**src/rtl/bg_layer_priority_select.sv**
```systemverilog
// Picks the front-most opaque enabled BG layer (and the one behind it) from a serial bgno 0..3 word stream.
// Latency: pixel record registered 1 clock after the bgno 3 word; bg_valid low freezes all pixel state.
// Optional second-layer tracking under `define BG_SECOND_LAYER_EN; without it sec_* are backdrop constants.
module bg_layer_priority_select #(
    parameter int COL_W = 9
) (
    input  logic             clock,
    input  logic             rst_b,
    input  logic [19:0]      bg_data,
    input  logic             bg_valid,
    input  logic             line_start,
    input  logic [15:0]      dispcnt,
    output logic             pix_valid,
    output logic [COL_W-1:0] pix_col,
    output logic [14:0]      top_data,
    output logic [1:0]       top_bgno,
    output logic [1:0]       top_prio,
    output logic             top_bd,
    output logic [14:0]      sec_data,
    output logic [1:0]       sec_bgno,
    output logic [1:0]       sec_prio,
    output logic             sec_bd,
    output logic             seq_err
);

    typedef struct packed {
        logic [14:0] data;
        logic [1:0]  bgno;
        logic [1:0]  prio;
        logic        bd;
    } layer_t;

    typedef enum logic [1:0] {S_WAIT, S_GOT0, S_GOT1, S_GOT2} state_t;

    localparam layer_t BACKDROP = {15'd0, 2'd0, 2'd3, 1'b1};

    state_t           state, state_nxt;
    logic             take, emit, seq_err_nxt;
    logic [1:0]       w_bgno;
    logic [3:0]       bg_en;
    logic             w_cand, beats_best;
    layer_t           new_l, cur_best, ins_best, best_q, top_q;
    logic [COL_W-1:0] cnt;

    wire unused_ok = &{1'b0, dispcnt[15:12], dispcnt[7:0]};

    assign w_bgno = bg_data[16:15];
    assign bg_en  = dispcnt[11:8];
    assign w_cand = bg_valid && !bg_data[19] && bg_en[w_bgno];
    assign new_l  = {bg_data[14:0], w_bgno, bg_data[18:17], 1'b0};

    always_ff @(posedge clock or negedge rst_b) begin
        if (!rst_b) state <= S_WAIT;
        else        state <= state_nxt;
    end

    always_comb begin
        state_nxt   = state;
        take        = 1'b0;
        emit        = 1'b0;
        seq_err_nxt = 1'b0;
        if (bg_valid) begin
            if (w_bgno == 2'd0) begin
                // bgno 0 always restarts a pixel; only a surprise if one was in flight
                state_nxt   = S_GOT0;
                take        = 1'b1;
                seq_err_nxt = (state != S_WAIT);
            end else if (state == S_GOT0 && w_bgno == 2'd1) begin
                state_nxt = S_GOT1;
                take      = 1'b1;
            end else if (state == S_GOT1 && w_bgno == 2'd2) begin
                state_nxt = S_GOT2;
                take      = 1'b1;
            end else if (state == S_GOT2 && w_bgno == 2'd3) begin
                state_nxt = S_WAIT;
                emit      = 1'b1;
            end else begin
                state_nxt   = S_WAIT;
                seq_err_nxt = 1'b1;
            end
        end
    end

    // Running state is cleared before the bgno 0 word is inserted
    assign cur_best   = (w_bgno == 2'd0) ? BACKDROP : best_q;
    assign beats_best = w_cand && (cur_best.bd || (new_l.prio < cur_best.prio));
    assign ins_best   = beats_best ? new_l : cur_best;

    always_ff @(posedge clock or negedge rst_b) begin
        if (!rst_b) begin
            best_q    <= BACKDROP;
            top_q     <= BACKDROP;
            pix_valid <= 1'b0;
            pix_col   <= '0;
            cnt       <= '0;
            seq_err   <= 1'b0;
        end else begin
            pix_valid <= emit;
            seq_err   <= seq_err_nxt;
            if (take) best_q <= ins_best;
            if (emit) begin
                top_q   <= ins_best;
                pix_col <= cnt;
            end
            // line_start wins over the post-emit increment
            if (line_start) cnt <= '0;
            else if (emit)  cnt <= cnt + {{(COL_W-1){1'b0}}, 1'b1};
        end
    end

    assign top_data = top_q.data;
    assign top_bgno = top_q.bgno;
    assign top_prio = top_q.prio;
    assign top_bd   = top_q.bd;

`ifdef BG_SECOND_LAYER_EN
    layer_t cur_sec, ins_sec, sec_q, sec_out_q;
    logic   beats_sec;

    assign cur_sec   = (w_bgno == 2'd0) ? BACKDROP : sec_q;
    assign beats_sec = w_cand && (cur_sec.bd || (new_l.prio < cur_sec.prio));

    always_comb begin
        ins_sec = cur_sec;
        if (beats_best)     ins_sec = cur_best;
        else if (beats_sec) ins_sec = new_l;
    end

    always_ff @(posedge clock or negedge rst_b) begin
        if (!rst_b) begin
            sec_q     <= BACKDROP;
            sec_out_q <= BACKDROP;
        end else begin
            if (take) sec_q     <= ins_sec;
            if (emit) sec_out_q <= ins_sec;
        end
    end

    assign sec_data = sec_out_q.data;
    assign sec_bgno = sec_out_q.bgno;
    assign sec_prio = sec_out_q.prio;
    assign sec_bd   = sec_out_q.bd;
`else
    assign sec_data = 15'd0;
    assign sec_bgno = 2'd0;
    assign sec_prio = 2'd3;
    assign sec_bd   = 1'b1;
`endif

endmodule
```
**config.mk**
```make
export PLATFORM = sky130hd
export DESIGN_NAME = bg_layer_priority_select
export DESIGN_NICKNAME = d
export VERILOG_FILES = /design/src/rtl/bg_layer_priority_select.sv
export SDC_FILE = /design/constraint.sdc
export NUM_CORES = 1
export LEC_CHECK = 0
export ABC_AREA = 0
export CAP_MARGIN = 20
export CORE_ASPECT_RATIO = 1.4
export CORE_MARGIN = 2
export CORE_UTILIZATION = 30
export DETAILED_ROUTE_END_ITERATION = 6
export GPL_TIMING_DRIVEN = 0
export PLACE_DENSITY_LB_ADDON = 0.12
export REMOVE_ABC_BUFFERS = 1
export SLEW_MARGIN = 20
export SYNTH_ARGS = -nofsm -noshare
export SYNTH_HDL_FRONTEND = slang
export SYNTH_SLANG_ARGS = --single-unit
```
**constraint.sdc**
```tcl
create_clock -name clock -period 3.3 [get_ports clock]
set_clock_uncertainty 0.15 [all_clocks]
set_input_delay 0.33 -clock clock [delete_from_list [all_inputs] [get_ports clock]]
set_output_delay 0.33 -clock clock [all_outputs]
set_load 0.005 [all_outputs]
```
# Word level (Yosys, flattened, before mapping)
# Cells that the tools add are included.
word_totals:
  ff_bits: 62
  inputBits: 40
  output_inout_bits: 51
  elab_cells: 56
op_classes:
  n_addsub: 1
  order_cmp: 2
  eq_ne: 6
  muxes: 23
  reduce_logical: 11
op_table:
  columns: ["cell", "n"]
  rows:
  - ["two-way mux 20 bit", 2]
  - ["two-way mux 9 bit", 2]
  - ["two-way mux 1 bit", 15]
  - ["adder 9 x 1 -> 9 bit (second input constant)", 1]
  - ["equality test 2 bit (second input constant)", 4]
  - ["logical AND 1 bit", 6]
  - ["two-way mux 2 bit", 3]
  - ["equality test 2 x 1 -> 1 bit (second input constant)", 2]
  - ["nonzero test 2 bit", 2]
  - ["less-than comparator 2 x 3 -> 1 bit (second input constant)", 1]
  - ["binary-select mux 1 bit (select 2 bit)", 1]
  - ["zero test 2 bit", 1]
  - ["less-than comparator 2 bit", 1]
  - ["zero test 1 bit", 1]
  - ["logical OR 1 bit", 1]

# Longest topological paths before layout
# Gate-level depths: netlist of run 1.
logic_depth:
  ltp_word: 9
  mapped_depth: 11
  ltp_nobuf: 7

# Worst setup path before layout of run 1
# OpenSTA, ideal clock, no wires.
synth_path:
  kind: "input to register"
  from: "in bg_data[16]"
  to: "reg top_q, in the netlist top_data[6]"
  t_arrival_ns: 2.311
  t_required_ns: 3.016
  setup_slack_ns: 0.706
  cell_stages: 11
  path_buffers: 4
  cell_sequence: "buf_4 > nor2_1 > clkbuf_1 > nor2_1 > ha_1 > a21oi_1 > a211o_1 > buf_2 > buf_1 > a41oi_1 > o31ai_1"
synth_between:
  elab_chain_cells: 7
  word_cells_on_any_way: 20
  classes_between: "order compare: 1; eq/ne: 3; mux: 9; reduce/logical: 7"
synth_rtl:
  columns: ["item", "line", "text"]
  rows:
  - ["from (decl)", "9", "input logic [19:0] bg_data,"]
  - ["equality test 2 bit", "74", "end else if (state == S_GOT2 && w_bgno == 2'd3) begin"]
  - ["logical AND 1 bit", "74", null]
  - ["two-way mux 1 bit", "74", null]
  - ["two-way mux 1 bit", "71", "end else if (state == S_GOT1 && w_bgno == 2'd2) begin"]
  - ["two-way mux 1 bit", "68", "end else if (state == S_GOT0 && w_bgno == 2'd1) begin"]
  - ["two-way mux 1 bit", "63", "if (w_bgno == 2'd0) begin"]
  - ["two-way mux 1 bit", "62", "if (bg_valid) begin"]
  - ["to (signal assigned)", "102", "top_q <= ins_best;"]
  - ["to (decl)", "42", "layer_t new_l, cur_best, ins_best, best_q, top_q;"]
# Several ways; a longest one is shown, not always the timed one. The select of a mux whose other input is x is not followed.
# A chain may end at the register's enable or synchronous reset.

# Worst setup path after layout of run 1
layout_path:
  from: "in bg_data[15]"
  to: "reg top_q, in the netlist top_data[9]"
# Same word-level chain as after synthesis.

==> flow_summary.toml, run 1 <==
[die]
die-area_um2 = 12300
die_w_um = 94.3
core-area_um2 = 11200
fp-row-count = 46
die_h_um = 130
io_pins = 91
initial_utilization_pct = 30.5

[critical_path]
critPathArrivalTime_ns = 3.17
cp-start-kind = "input pin"
reg2reg_setup_slack_ns = 0.80
crit_fanout = 34
required_ns = 3.37
worstSetupPathType = "in2reg"
reg2reg_to = "top_data[9]"
r2r_start = "state[0]"
cp-end-kind = "flop"
worst-r2r-cell-count = 5

[sta]
setup_viol = 0
fin_tns_setup_ns = 0
slew-limit-headroom_pct = 36.2
fmax_mhz = 322
hold_slack_ns = 0.279
worst_pin_slew_ns = 0.957
rsz0062_at_grt = "false"
fin_crit_ns = 3.11
period_share_pct = 94.1
hold_viol = 0
finalMaxSlewViolations = 0

[placement]
io_buffers = 58
dpl.hpwl_um = 5910
gp_congestion = 0.706
place_area_um2 = 4010

[synthesis]
synth_fa_ha_area_share_pct = 0.732
synth-simple-area-share_pct = 12.1
synth_compound_area_share_pct = 26.6
syn_area_per_cell_um2 = 9.64
yosysUniqueCellTypes = 52
syn-instance-count = 355
synth_edf_count = 0
synthXorXnorAreaFrac_pct = 1.79
syn-cell-area_um2 = 3420
ys_ff_latch = 62
synth_top_family_by_area = "compound AO/OA/AOI/OAI gates"
yosysSeqAreaShare_pct = 45.6
async_flop_share_pct = 100
synth_ff_type = "dfrtp_1"
yosysWarnings = 0
synth.area.mux_share_pct = 0.585

[layout]
layout_common_cells = "clkdlybuf4s50_1, dfrtp_1, nand2_1"
final_cell_area_um2 = 4380
final_util_pct = 39.0
drive_above_1_share_pct = 9.50
layout_commonest_cell = "clkdlybuf4s50_1"
fin_nets = 437
antenna_cells = 0
syn2layout_area_growth_pct = 28.0

[drt]
ant_nets = 0
vias = 2878
wl_um = 9480
vias_per_cell = 5.29
wl_per_cell_um = 17.4
drc = 0
drt_iter0_drc = 195
firstDrtPassIters = 4

[clock_network]
cts_setup_buffers = 0
cts_tree = "built"
insertion_delay_ns = 0.33
path_clk_slew_ns = 0.05
root_buffer = "clkbuf_16"
cts.htree.levels = 3
cts_buffers = 9
cts.sink_count = 62
cts_buffer_depth = 2

[status]
status = "completed"

[global_route]
first_global_vias = 2955
grt_max_degree = 45
antenna_found_initial = 0
grt_pass1_wl_um = 15800
grt_usage_pct = 16.7
overflow = 0

[pwr]
p_leak_nw = 1.85
vdd_drop_max_mv = 0.244
p_per_area_nw_per_um2 = 514
p_total_mw = 2.25

[flow_run]
drv_cap = 0

[hold_path]
hold_path.class = "in2async"
[worst max-delay path: stages]
cell and delay (ns):
clkdlybuf4s50_1 0.71, and2_1 0.83, nand2_4 0.53, clkinvlp_4 0.45, a41oi_1 0.17, o31ai_1 0.12
[registers in the layout (all words and copies together) (netlist names)]
register and count:
best_q 20, top_data 15, cnt 9, pix_col 9, state 2, top_bgno 2
top_prio 2, pix_valid 1, seq_err 1, top_bd 1
[per-stage QoR]
stage / setup WS, ns / std cells
global placement: -1.63 / 521
global route: 0.0250 / 544
CTS: 0.0352 / 544
finish: 0.193 / 544
floorplan: 0.300 / 319
detailed placement: -1.04 / 526
[cell usage after synthesis (3+ instances only)]
cell | instances | share of area, %
or3_1 | 3 | 0.55
xnor2_1 | 6 | 1.5
o21a_1 | 3 | 0.66
nand2_1 | 33 | 3.6
dfrtp_1 | 56 | 41
buf_6 | 4 | 1.3
nor2_1 | 13 | 1.4
o311ai_1 | 9 | 2.3
buf_4 | 24 | 5.3
clkbuf_1 | 12 | 1.3
buf_2 | 12 | 1.8
inv_1 | 23 | 2.5
o31ai_1 | 17 | 3.7
a21boi_0 | 16 | 3.5
nand3_1 | 19 | 2.8
nor3_1 | 4 | 0.59
o2111ai_1 | 16 | 4.1
o311ai_0 | 6 | 1.5
a21oi_1 | 10 | 1.5
a41oi_1 | 15 | 3.8
o21ai_0 | 9 | 1.3
dfstp_2 | 6 | 4.6
[power breakdown]
part	switching, mW	total (mW)	internal (mW)
Combinational	0.187	0.361	0.174
Sequential	0.0387	0.869	0.830
Clock	0.342	1.02	0.679
[per-layer routing]
metal,global-route usage (%),wire length (um),vias up
li1,-,-,1364
met1,21.9,4210,1412
met2,27.1,4660,89
met3,2.31,393,13
met4,8.10,212,0
met5,0,0,-
[logic make-up (layout without fill, tap and decap cells)]
family	after synthesis	in the layout
AOI/OAI and AO/OA	117	117
and+or+nand+nor	86	86
buffers and inverters	77	104
DFF	62	62
xor gates and xnor gates	7	7
adders and majority gates	2	2
other	2	20
muxes	2	2
[area by class of cell]
class / instances / area [um2]
clock buffer: 12 / 246
clock inverter: 4 / 70.1
fill: 1156 / 6850
inverter: 23 / 90.1
multi-input combinational: 234 / 1550
sequential: 62 / 1560
tap: 144 / 180
timing repair buffer: 64 / 672
timing repair inverter: 1 / 7.51
[what timing repair did]
| item | 4_1_cts | 5_1_grt |
|---|---|---|
| endpoints found under the hold margin | 18 | 0 |
| pin swaps | 0 | 0 |
| gates cloned | 1 | 0 |
| endpoints found under the setup margin | 45 | 17 |
| gates resized for setup | 5 | 3 |
| hold buffers | 1 | 0 |
[worst max-delay path by stage]
| stage | start | cells after the start | slack [ns] | to |
|---|---|---|---|---|
| global route | bg_data[15] | 6 | 0.03 | top_data[9] |
| CTS | bg_data[16] | 9 | 0.04 | best_q[4] |
| finish | bg_data[15] | 6 | 0.19 | top_data[9] |
| global placement | bg_data[15] | 5 | -1.63 | best_q[10] |
| detailed placement | bg_data[16] | 6 | -1.04 | top_data[9] |
| floorplan | bg_data[15] | 7 | 0.30 | top_prio[0] |
No activity file was read; power rests on OpenSTA's default activity.
==> run 2: changes to the inputs <==
Clock period 3.3 ns to 3.5 ns, I/O delays scaled along.
==> run 2 against run 1 <==
  * Non-clock buffer count unchanged
  * Sequential share of layout area grew 0.12 points
  * Wire length fell by 0.25%
  * Worst setup slack improved by 0.095 ns
  * Combinational power is 6.4% lower
  * Critical endpoint is now best_q[10]
==> flow_summary.toml, run 2 (synthesis results as in run 1) <==
[sta]
fin_crit_ns = 3.21
setup_viol = 0
slew-limit-headroom_pct = 41.7
rsz0062_at_grt = "false"
fin_ws_ns = 0.288
finalMaxSlewViolations = 0
hold_viol = 0
worst_pin_slew_ns = 0.874
period_share_pct = 91.8
fmax_mhz = 311

[clock_network]
cts_buffers = 9
insertion_delay_ns = 0.33
cts_tree = "built"
cts.sink_count = 62
root_buffer = "clkbuf_16"
path_clk_slew_ns = 0.06
cts_setup_buffers = 0
cts.htree.levels = 3
cts_buffer_depth = 2

[pwr]
clock_power_share_pct = 45.4
vdd_drop_max_mv = 0.229
swShare_pct = 25.1
switchingPower_uw = 531
pwr-share-comb_pct = 16.0
p_leak_nw = 1.83
p_per_area_nw_per_um2 = 485
seq_power_share_pct = 38.7
internal_power_mw = 1.59

[placement]
io_buffers = 58
dp_slack_ns = -0.860
dpl.hpwl_um = 5910
gp_congestion = 0.706
place_area_um2 = 4010

[global_route]
overflow = 0
grt_pass1_wl_um = 15800
antenna_found_initial = 0
grt_max_degree = 45
first_global_vias = 2955
grt_usage_pct = 16.7

[critical_path]
cp-end-kind = "flop"
cp-start-kind = "input pin"
worstSetupPathType = "in2reg"
critPathArrivalTime_ns = 3.24
required_ns = 3.53
crit_fanout = 31

[layout]
num-fill-cells = 1160
fin_nets = 437
layout_common_cells = "clkdlybuf4s50_1, dfrtp_1, nand2_1"
final_cell_area_um2 = 4360
layout_commonest_cell = "clkdlybuf4s50_1"
antenna_cells = 0
top_register = "best_q"
largest_reg_flops = 20
final_util_pct = 38.9
drive_above_1_share_pct = 9.75
syn2layout_area_growth_pct = 27.5

[die]
io_pins = 91
fp-row-count = 46
die_h_um = 130
initial_utilization_pct = 30.5
die-area_um2 = 12300
core-area_um2 = 11200
die_w_um = 94.3

[drt]
ant_nets = 0
vias = 2860
vias_per_cell = 5.26
wl_per_cell_um = 17.4
drt_iter0_drc = 188
drc = 0
firstDrtPassIters = 4
wl_um = 9450

[hold_path]
hold_path.class = "in2async"

[flow_run]
drv_cap = 0

[status]
status = "completed"
==> run 2: what timing repair did <==
action	4_1_cts	5_1_grt
hold endpoints to repair	18	0
hold buffers	1	0
endpoints found under the setup margin	35	4
pin swaps	0	0
resized for setup	4	2
cloned	1	0
==> run 2: final timing paths <==
| path | start | cells past startpoint | to | slack, ns |
|---|---|---|---|---|
| setup / recovery | bg_data[16] | 9 | best_q[10] | 0.29 |
| max in group asynchronous | rst_b | 3 | top_bd | 2.32 |
| hold / removal | rst_b | 2 | best_q[3] | 0.30 |
| setup reg to reg | state[0] | 5 | top_data[14] | 0.62 |
| min in group clock | pix_col[4] | 2 | pix_col[4] | 0.32 |
| hold reg to reg | pix_col[4] | 2 | pix_col[4] | 0.32 |
==> run 2: area by class of cell <==
class	instances	area, um2	share of cell area [%]
repair inverters	1	7.51	0.172
clock inverters	4	70.1	1.61
multi-input cells	234	1540	35.2
well taps	144	180	4.13
repair buffers	64	672	15.4
clock buffers	12	246	5.65
flip-flops and latches	62	1560	35.7
inverters	23	90.1	2.06
==> run 2: power by group through the flow <==
stage | clock network (mW) | logic (mW) | registers [mW]
floorplan | 0 | 0.155 | 0.825
global placement | 0 | 0.321 | 0.830
detailed placement | 0 | 0.336 | 0.831
CTS | 0.982 | 0.340 | 0.819
global route | 1.02 | 0.377 | 0.829
finish | 0.961 | 0.338 | 0.819
==> run 2: per-stage QoR <==
step	instances	hold WS, ns	setup TNS, ns	total power [mW]
2_1_floorplan	319	-0.0956	0	0.980
3_3_place_gp	521	0.312	-88.65	1.15
3_5_place_dp	526	0.116	-27.33	1.17
4_1_cts	544	0.308	0	2.14
5_1_grt	544	0.343	0	2.22
6_report	544	0.300	0	2.12
==> run 2: per-layer routing <==
layer  track usage [%]  up-vias  share of wire [%]
met4              8.10        0                2.1
met3              2.31       12                4.3
met5                 0        -                  0
met2              27.1       81                 49
met1              21.9     1407                 45
li1                  -     1360                  -
==> run 2: worst max-delay path, stage by stage <==
cell and delay (ns):
clkdlybuf4s50_1 0.64, nor2_2 0.44, buf_8 0.22, nor2_1 0.06
ha_1 0.28, a21oi_1 0.29, o21a_1 0.19, o21a_2 0.55
o311ai_0 0.20
